**config.mk**
```make
export PLATFORM = sky130hd
export DESIGN_NAME = result_bcd_converter_flat
export DESIGN_NICKNAME = d
export VERILOG_FILES = /design/src/rtl/result_bcd_converter_pkg.sv /design/src/rtl/result_bcd_converter_if.sv /design/src/rtl/result_bcd_converter_bcd_add3.sv /design/src/rtl/result_bcd_converter.sv /design/src/flat_wrapper.sv
export SDC_FILE = /design/constraint.sdc
export NUM_CORES = 1
export LEC_CHECK = 0
export BUFFER_PORTS_ARGS = -buffer_cell sky130_fd_sc_hd__buf_4
export CAP_MARGIN = 30
export CORE_MARGIN = 2
export CORE_UTILIZATION = 58
export DETAILED_ROUTE_END_ITERATION = 12
export PLACE_DENSITY_LB_ADDON = 0.12
export REMOVE_ABC_BUFFERS = 1
export SLEW_MARGIN = 20
export SYNTH_ARGS = -nofsm -noshare
export SYNTH_HDL_FRONTEND = slang
export SYNTH_HIERARCHICAL = 1
export SYNTH_SLANG_ARGS = --single-unit
export TNS_END_PERCENT = 50
```
**constraint.sdc**
```tcl
create_clock -name clk -period 1.7 [get_ports clk]
set_input_delay 0.34 -clock clk [delete_from_list [all_inputs] [get_ports clk]]
set_output_delay 0.34 -clock clk [all_outputs]
set_load 0.02 [all_outputs]
```
**src/rtl/result_bcd_converter_pkg.sv**
```systemverilog
// Shared definitions for the result-to-BCD display converter:
// FSM state encoding and the BCD digit constants.
package result_bcd_converter_pkg;

    typedef enum logic [1:0] {
        ST_IDLE  = 2'd0,
        ST_SHIFT = 2'd1,
        ST_DONE  = 2'd2
    } state_e;

    localparam int         BCD_DIGIT_W = 4;
    localparam logic [3:0] ADD3_THRESH = 4'd5;

endpackage

```
**src/rtl/result_bcd_converter_if.sv**
```systemverilog
// Request/result bundle between the adder/subtractor side (master)
// and the BCD converter (slave).
interface result_bcd_converter_if
    import result_bcd_converter_pkg::*;
#(
    parameter int WIDTH  = 16,
    parameter int DIGITS = 5
) ();

    logic                          start;
    logic [WIDTH-1:0]              result;
    logic                          overflow;
    logic                          signed_mode;
    logic                          busy;
    logic                          done;
    logic                          sign;
    logic [BCD_DIGIT_W*DIGITS-1:0] bcd;
    logic                          ovf_out;

    modport master (
        output start, result, overflow, signed_mode,
        input  busy, done, sign, bcd, ovf_out
    );

    modport slave (
        input  start, result, overflow, signed_mode,
        output busy, done, sign, bcd, ovf_out
    );

endinterface

```
**src/rtl/result_bcd_converter_bcd_add3.sv**
```systemverilog
// Double-dabble digit correction: a digit of 5 or more gets +3 so the
// following left shift carries correctly into the next decade.
module result_bcd_converter_bcd_add3
    import result_bcd_converter_pkg::*;
(
    input  logic [BCD_DIGIT_W-1:0] d_i,
    output logic [BCD_DIGIT_W-1:0] d_o
);

    assign d_o = (d_i >= ADD3_THRESH) ? d_i + BCD_DIGIT_W'(3) : d_i;

endmodule

```
**src/rtl/result_bcd_converter.sv**
```systemverilog
// Sequential binary-to-BCD converter (shift-add-3, one bit per clock) with
// sign handling and held outputs for the 7-segment driver.
module result_bcd_converter
    import result_bcd_converter_pkg::*;
#(
    parameter int WIDTH  = 16,
    parameter int DIGITS = 5
) (
    input  logic                   clk,
    input  logic                   rst,
    result_bcd_converter_if.slave  bus
);

    localparam int               BCD_W     = BCD_DIGIT_W * DIGITS;
    localparam int               CNT_W     = $clog2(WIDTH);
    localparam logic [CNT_W-1:0] LAST_ITER = CNT_W'(WIDTH - 1);

    state_e           state_q, state_d;
    logic [CNT_W-1:0] cnt_q, cnt_d;
    logic [WIDTH-1:0] mag_q, mag_d;
    logic [BCD_W-1:0] scr_q, scr_d;
    logic [BCD_W-1:0] scr_corr;
    logic [BCD_W-1:0] scr_shift;
    logic [BCD_W-1:0] bcd_q, bcd_d;
    logic             neg_q, neg_d;
    logic             ovf_cap_q, ovf_cap_d;
    logic             sign_q, sign_d;
    logic             ovf_out_q, ovf_out_d;
    logic             in_neg;

    for (genvar g = 0; g < DIGITS; g++) begin : g_add3
        result_bcd_converter_bcd_add3 u_add3 (
            .d_i (scr_q[g*BCD_DIGIT_W +: BCD_DIGIT_W]),
            .d_o (scr_corr[g*BCD_DIGIT_W +: BCD_DIGIT_W])
        );
    end

    assign in_neg    = bus.signed_mode & bus.result[WIDTH-1];
    assign scr_shift = {scr_corr[BCD_W-2:0], mag_q[WIDTH-1]};

    always_ff @(posedge clk or negedge rst) begin
        if (!rst) begin
            state_q   <= ST_IDLE;
            cnt_q     <= '0;
            mag_q     <= '0;
            scr_q     <= '0;
            bcd_q     <= '0;
            neg_q     <= 1'b0;
            ovf_cap_q <= 1'b0;
            sign_q    <= 1'b0;
            ovf_out_q <= 1'b0;
        end else begin
            state_q   <= state_d;
            cnt_q     <= cnt_d;
            mag_q     <= mag_d;
            scr_q     <= scr_d;
            bcd_q     <= bcd_d;
            neg_q     <= neg_d;
            ovf_cap_q <= ovf_cap_d;
            sign_q    <= sign_d;
            ovf_out_q <= ovf_out_d;
        end
    end

    always_comb begin
        state_d   = state_q;
        cnt_d     = cnt_q;
        mag_d     = mag_q;
        scr_d     = scr_q;
        bcd_d     = bcd_q;
        neg_d     = neg_q;
        ovf_cap_d = ovf_cap_q;
        sign_d    = sign_q;
        ovf_out_d = ovf_out_q;
        unique case (state_q)
            ST_IDLE: begin
                if (bus.start) begin
                    // 0x8000 negates to itself, which is exactly 32768 as unsigned
                    mag_d     = in_neg ? (~bus.result + WIDTH'(1)) : bus.result;
                    neg_d     = in_neg;
                    ovf_cap_d = bus.overflow;
                    scr_d     = '0;
                    cnt_d     = '0;
                    state_d   = ST_SHIFT;
                end
            end
            ST_SHIFT: begin
                scr_d = scr_shift;
                mag_d = {mag_q[WIDTH-2:0], 1'b0};
                if (cnt_q == LAST_ITER) begin
                    // Outputs change only here, so the display never sees a partial word
                    bcd_d     = scr_shift;
                    sign_d    = neg_q;
                    ovf_out_d = ovf_cap_q;
                    cnt_d     = '0;
                    state_d   = ST_DONE;
                end else begin
                    cnt_d = cnt_q + CNT_W'(1);
                end
            end
            ST_DONE: state_d = ST_IDLE;
            default: state_d = ST_IDLE;
        endcase
    end

    assign bus.busy    = (state_q != ST_IDLE);
    assign bus.done    = (state_q == ST_DONE);
    assign bus.sign    = sign_q;
    assign bus.bcd     = bcd_q;
    assign bus.ovf_out = ovf_out_q;

endmodule

```
**src/flat_wrapper.sv**
```systemverilog
// flat-port wrapper written by rule: the top's interface ports become plain ports
module result_bcd_converter_flat import result_bcd_converter_pkg::*;
#(
    parameter int WIDTH  = 16,
    parameter int DIGITS = 5
)
  (clk, rst, bus_start, bus_result, bus_overflow, bus_signed_mode, bus_busy, bus_done, bus_sign, bus_bcd, bus_ovf_out);
  result_bcd_converter_if #(.WIDTH(WIDTH), .DIGITS(DIGITS)) bus_i ();
  input  logic clk;
  input  logic rst;
  input wire logic [$bits(bus_i.start)-1:0] bus_start;
  input wire logic [$bits(bus_i.result)-1:0] bus_result;
  input wire logic [$bits(bus_i.overflow)-1:0] bus_overflow;
  input wire logic [$bits(bus_i.signed_mode)-1:0] bus_signed_mode;
  output wire logic [$bits(bus_i.busy)-1:0] bus_busy;
  output wire logic [$bits(bus_i.done)-1:0] bus_done;
  output wire logic [$bits(bus_i.sign)-1:0] bus_sign;
  output wire logic [$bits(bus_i.bcd)-1:0] bus_bcd;
  output wire logic [$bits(bus_i.ovf_out)-1:0] bus_ovf_out;
  assign bus_i.start = bus_start;
  assign bus_i.result = bus_result;
  assign bus_i.overflow = bus_overflow;
  assign bus_i.signed_mode = bus_signed_mode;
  assign bus_busy = bus_i.busy;
  assign bus_done = bus_i.done;
  assign bus_sign = bus_i.sign;
  assign bus_bcd = bus_i.bcd;
  assign bus_ovf_out = bus_i.ovf_out;
  result_bcd_converter #(.WIDTH(WIDTH), .DIGITS(DIGITS)) u_core (.clk(clk), .rst(rst), .bus(bus_i));
endmodule
```
Word level (Yosys, flattened, before mapping):

Index checks and enable logic that the tools add are counted.

* register bits after elaboration: 66
* bits in latches: 0
* bits in writable memories: 0
* memory bits (read-only): 0
* input bits: 21
* output and inout bits: 24
* logic and storage cells: 51
* memories kept: 0

* add/subtract/negate cells: 7
* $mul: 0
* div/mod/pow operators: 0
* $lt $le $gt $ge: 5
* equality and inequality tests: 5
* shift operators: 0
* mux-type cells: 16
* bitwise gates (word level): 2
* reduce and logical (&&, ||, !) cells: 7

Operators by type and width (number)
* $pmux 20 s2: 1
* $mux 16: 2
* $pmux 16 s2: 1
* $mux 4: 6
* $ge 4x3->1 const B: 5
* $mux 20: 1
* $add 16x1->16 const B: 1
* $add 4x2->4 const B: 4
* $not 16->16: 1
* $pmux 4 s2: 1
* $reduce_and 2->1: 4
* $add 4x1->4 const B: 1
* $eq 4x4->1 const B: 1
* $mux 2: 2
* $pmux 2 s2: 1
* $reduce_bool 2->1: 2
* $add 3x2->3 const B: 1
* $mux 3: 1
* $eq 2x1->1 const B: 1
* $eq 2x2->1 const B: 1
* $logic_not 2->1: 1
* $ne 2x1->1 const B: 1
* $ne 2x2->1 const B: 1
* $and 1x1->1: 1

Longest topological paths before layout:

* word-level depth: 5
* mapped depth: 7
* depth with buffers taken out: 7

Hierarchy:

Netlist, hierarchy kept.

By module, submodules not included
* result_bcd_converter: times used 1, cells each 277, area an instance 2995.4 µm², sequential area each 1651.6 µm²
* result_bcd_converter_bcd_add3: times used 5, cells each 16, area an instance 101.3 µm², sequential area each 0.0 µm²

Worst setup path after synthesis:

Ideal clock, no wire load.

* kind: reg-to-reg
* from: register u_core.cnt_q[0]
* to: register u_core.bcd_q[0] (netlist: u_core/bus.bcd[0])
* data arrival time: 1393 ps
* required time: 1575 ps
* path slack: 182 ps
* stages on the path, launching flop included: 6
* path buffers: 1
* period minus slack after synthesis: 1518 ps
* cell sequence: dfrtp_1 > ha_1 > nand3_1 > nor2_8 > buf_6 > mux2_2

* word-level cells in the longest chain between the ends: 2

Ends and longest elaborated chain
* from (decl): RTL line result_bcd_converter.sv:19 `logic [CNT_W-1:0] cnt_q, cnt_d;`
* from (signal assigned): RTL line result_bcd_converter.sv:54 `cnt_q <= cnt_d;`
* $eq 4x4->1: RTL line result_bcd_converter.sv:90 `if (cnt_q == LAST_ITER) begin`
* $reduce_and 2->1 (no line)
* to (signal assigned): RTL line result_bcd_converter.sv:47 `bcd_q <= '0;`
* to (signal assigned): RTL line result_bcd_converter.sv:57 `bcd_q <= bcd_d;`
* to (decl): RTL line result_bcd_converter.sv:24 `logic [BCD_W-1:0] bcd_q, bcd_d;`

No other way between the ends.
A chain may end at the register's enable or synchronous reset.

Worst setup path after layout:

* from: register u_core.cnt_q[1]
* to: register u_core.bcd_q[16] (netlist: u_core/bus.bcd[16])

Same word-level chain as after synthesis.

==> insert_results.sql <==
INSERT INTO impl_metrics (metric_group, metric, value, unit) VALUES
('power_and_ir_drop', 'leakage_power_figure', '2.00', 'nW'),
('power_and_ir_drop', 'total_power', '7.33', 'mW'),
('clock_tree', 'clockBufferDepth', '2', ''),
('drt', 'detailed_route_iter0_violations', '120', ''),
('critical_path', 'critPathArrivalTime', '1840', 'ps'),
('clock_tree', 'cts_resized', '0', ''),
('layout', 'layout.core_utilization', '70.6', '%'),
('global_route', 'grt_first_pass_wirelength', '11000', 'um'),
('critical_path', 'slowest_stage', 'sky130_fd_sc_hd__dfrtp_1', ''),
('critical_path', 'critical_path_s_largest_stage_delay', '400', 'ps'),
('worst_hold_path', 'hold-path-cell-count', '3', ''),
('die', 'design.core.area', '0.00585', 'mm^2'),
('placed_design', 'hpwlAfterDp', '4600', 'um'),
('layout', 'post_route_cells_drive_above_1_share', '25.1', '%'),
('layout', 'flow.area_growth_from_synthesis', '18.7', '%'),
('timing', 'final_worst_path_period_share', '95.2', '%'),
('critical_path', 'r2r-end', 'u_core/bus.bcd[16]', ''),
('layout', 'antennaDiodeCount', '0', ''),
('die', 'placementRows', '28', ''),
('die', 'die_area', '0.00664', 'mm^2'),
('critical_path', 'crit_path_end_kind', 'register', ''),
('placed_design', 'gp_congestion', '0.736', ''),
('placed_design', 'dp.cells', '465', ''),
('die', 'die_h', '81.5', 'um'),
('yosys', 'netlist_instances', '353', ''),
('global_route', 'gr-usage-all-layers', '21.7', '%'),
('critical_path', 'max_fanout_on_critical_path', '16', ''),
('clock_tree', 'cts.clk_slew.worst_paths', '70', 'ps'),
('drt', 'drt.antenna.violating_nets', '0', ''),
('timing', 'finalSetupViolations', '0', ''),
('clock_tree', 'postCtsSetupBuffers', '0', ''),
('drt', 'viasPerCell', '5.49', ''),
('timing', 'timing.setup.tns', '0', 'ps'),
('timing', 'worst_clock_skew', '8.97', 'ps'),
('clock_tree', 'cts_tree', 'built', ''),
('timing', 'max_freq', '0.618', 'GHz'),
('critical_path', 'worstPathRequired', '1920', 'ps'),
('yosys', 'ys.warnings.count', '6', ''),
('drt', 'drtPass1Iterations', '4', ''),
('worst_hold_path', 'hold_path_startpoint', 'bus_overflow', ''),
('die', 'top_level_ports', '45', ''),
('timing', 'finalCriticalPeriod', '1620', 'ps'),
('clock_tree', 'cts.sinks', '66', ''),
('critical_path', 'start_kind', 'register', ''),
('job', 'drv_cap', '0', ''),
('critical_path', 'path_class', 'register to register', ''),
('layout', 'layout.cells.most_common', 'sky130_fd_sc_hd__nand2_1', ''),
('die', 'initial_utilization', '59.5', '%'),
('status', 'run_status', 'finished, final reports clean', ''),
('drt', 'num_vias', '2643', ''),
('timing', 'timing_worst_slew_pin_value', '694', 'ps'),
('yosys', 'synth_area', '0.00348', 'mm^2'),
('drt', 'postRouteWirelength', '6550', 'um'),
('clock_tree', 'worstSkewPairLatency', '340', 'ps'),
('power_and_ir_drop', 'peakVddDrop', '0.815', 'mV'),
('critical_path', 'r2r_cells', '5', ''),
('global_route', 'pin_count_of_the_biggest_net_entering_global_routing', '36', ''),
('clock_tree', 'cts-buffers-inserted', '9', ''),
('global_route', 'grt-ovfl-total', '0', ''),
('clock_tree', 'cts_root_buf', 'sky130_fd_sc_hd__clkbuf_8', ''),
('die', 'floorplan.die.width', '81.5', 'um'),
('placed_design', 'place.port_buffers', '44', ''),
('timing', 'report.final.slew_viol_count', '0', ''),
('yosys', 'syn-mean-instance-area', '9.86', 'um^2'),
('critical_path', 'timing.reg2reg.setup_slack', '80', 'ps'),
('power_and_ir_drop', 'cellPowerDensity', '1770', 'mW/mm^2'),
('worst_hold_path', 'worstHoldPathType', 'input port to register', ''),
('global_route', 'antenna_violations_before_repair', '0', ''),
('layout', 'post_layout_nonfiller_instances', '481', ''),
('global_route', 'grt_pass1_vias', '2582', ''),
('clock_tree', 'cts.hold.buffers_added', '1', ''),
('clock_tree', 'cts-htree-levels', '3', ''),
('timing', 'hold_violations', '0', ''),
('drt', 'remaining_drc_errors', '0', ''),
('layout', 'leading_cell_types_in_the_layout_fill_and_taps_excluded', 'sky130_fd_sc_hd__nand2_1 (72), sky130_fd_sc_hd__dfrtp_1 (66), sky130_fd_sc_hd__buf_4 (51)', ''),
('critical_path', 'critical_path.cell_chain', 'ha_1 > nand3_1 > nor2_8 > buf_12 > mux2_2', ''),
('layout', 'finalNetCount', '435', ''),
('critical_path', 'critical_path.reg2reg.startpoint', 'u_core/cnt_q[1]', ''),
('timing', 'slew-limit-headroom', '53.7', '%'),
('worst_hold_path', 'min_to', 'u_core/ovf_cap_q', ''),
('timing', 'grt_setup_unrepaired', 'false', ''),
('drt', 'average_wire_per_cell_in_the_routed_design', '13.6', 'um');
==> flip-flops by register name (all words and copies together), names as in the netlist <==
register	count
u_core/state_q	2
u_core/bus.sign	1
u_core/neg_q	1
u_core/scr_q	20
u_core/ovf_cap_q	1
u_core/bus.ovf_out	1
u_core/mag_q	16
u_core/bus.bcd	20
u_core/cnt_q	4
==> metrics by stage <==
stage                     hold slack (ps)  worst slack (ps)  cell area [um^2]
after floorplan                      44.4              -478              3380
after global placement                300               113              3900
after detailed placement              304              80.6              3900
after CTS                             182              80.4              4130
after global routing                  200              2.79              4130
final                                 194              82.1              4130
==> area by class of cell <==
type	instances	area (um^2)
fillers	492	1720
repair buffers	54	433
clock inverters	2	60.1
clock buffers	13	159
well taps	75	93.8
multi-input cells	256	1680
inverters	15	56.3
flip-flops and latches	66	1650
==> how the worst max path moves through the flow <==
stage | from | to | slack, ps | cells past startpoint
after floorplan | u_core/state_q[0] | u_core/mag_q[15] | -480 | 3
after global placement | bus_result[0] | u_core/mag_q[14] | 110 | 7
after detailed placement | bus_result[0] | u_core/mag_q[14] | 80 | 7
after CTS | u_core/cnt_q[1] | u_core/bus.bcd[16] | 80 | 5
after global routing | u_core/cnt_q[0] | u_core/bus.bcd[7] | 3 | 5
final | u_core/cnt_q[1] | u_core/bus.bcd[16] | 80 | 5
==> layer usage <==
metal	wire length (um)	vias up	global-route usage, %
met3	253	2	3.85
met2	3470	54	38.6
met1	2800	1284	25.3
li1	-	1303	-
met5	0	-	0
met4	32	0	10.7
==> worst max-delay path: cells and delay by family, from the launching register on <==
family                   cells  cell delay (ps)
adder cells (fa/ha/maj)      1              230
buffers and inverters        1              170
flip-flops                   1              400
multiplexers                 1              350
AND/OR/NAND/NOR              2              360
==> power breakdown <==
| group | switching [mW] | internal, mW | leakage [nW] |
|---|---|---|---|
| clock | 0.546 | 0.900 | 0.110 |
| sequential | 0.497 | 2.21 | 0.835 |
| combinational | 1.81 | 1.37 | 1.06 |
| total | 2.85 | 4.47 | 2.00 |
No activity file was read; power rests on OpenSTA's default activity.
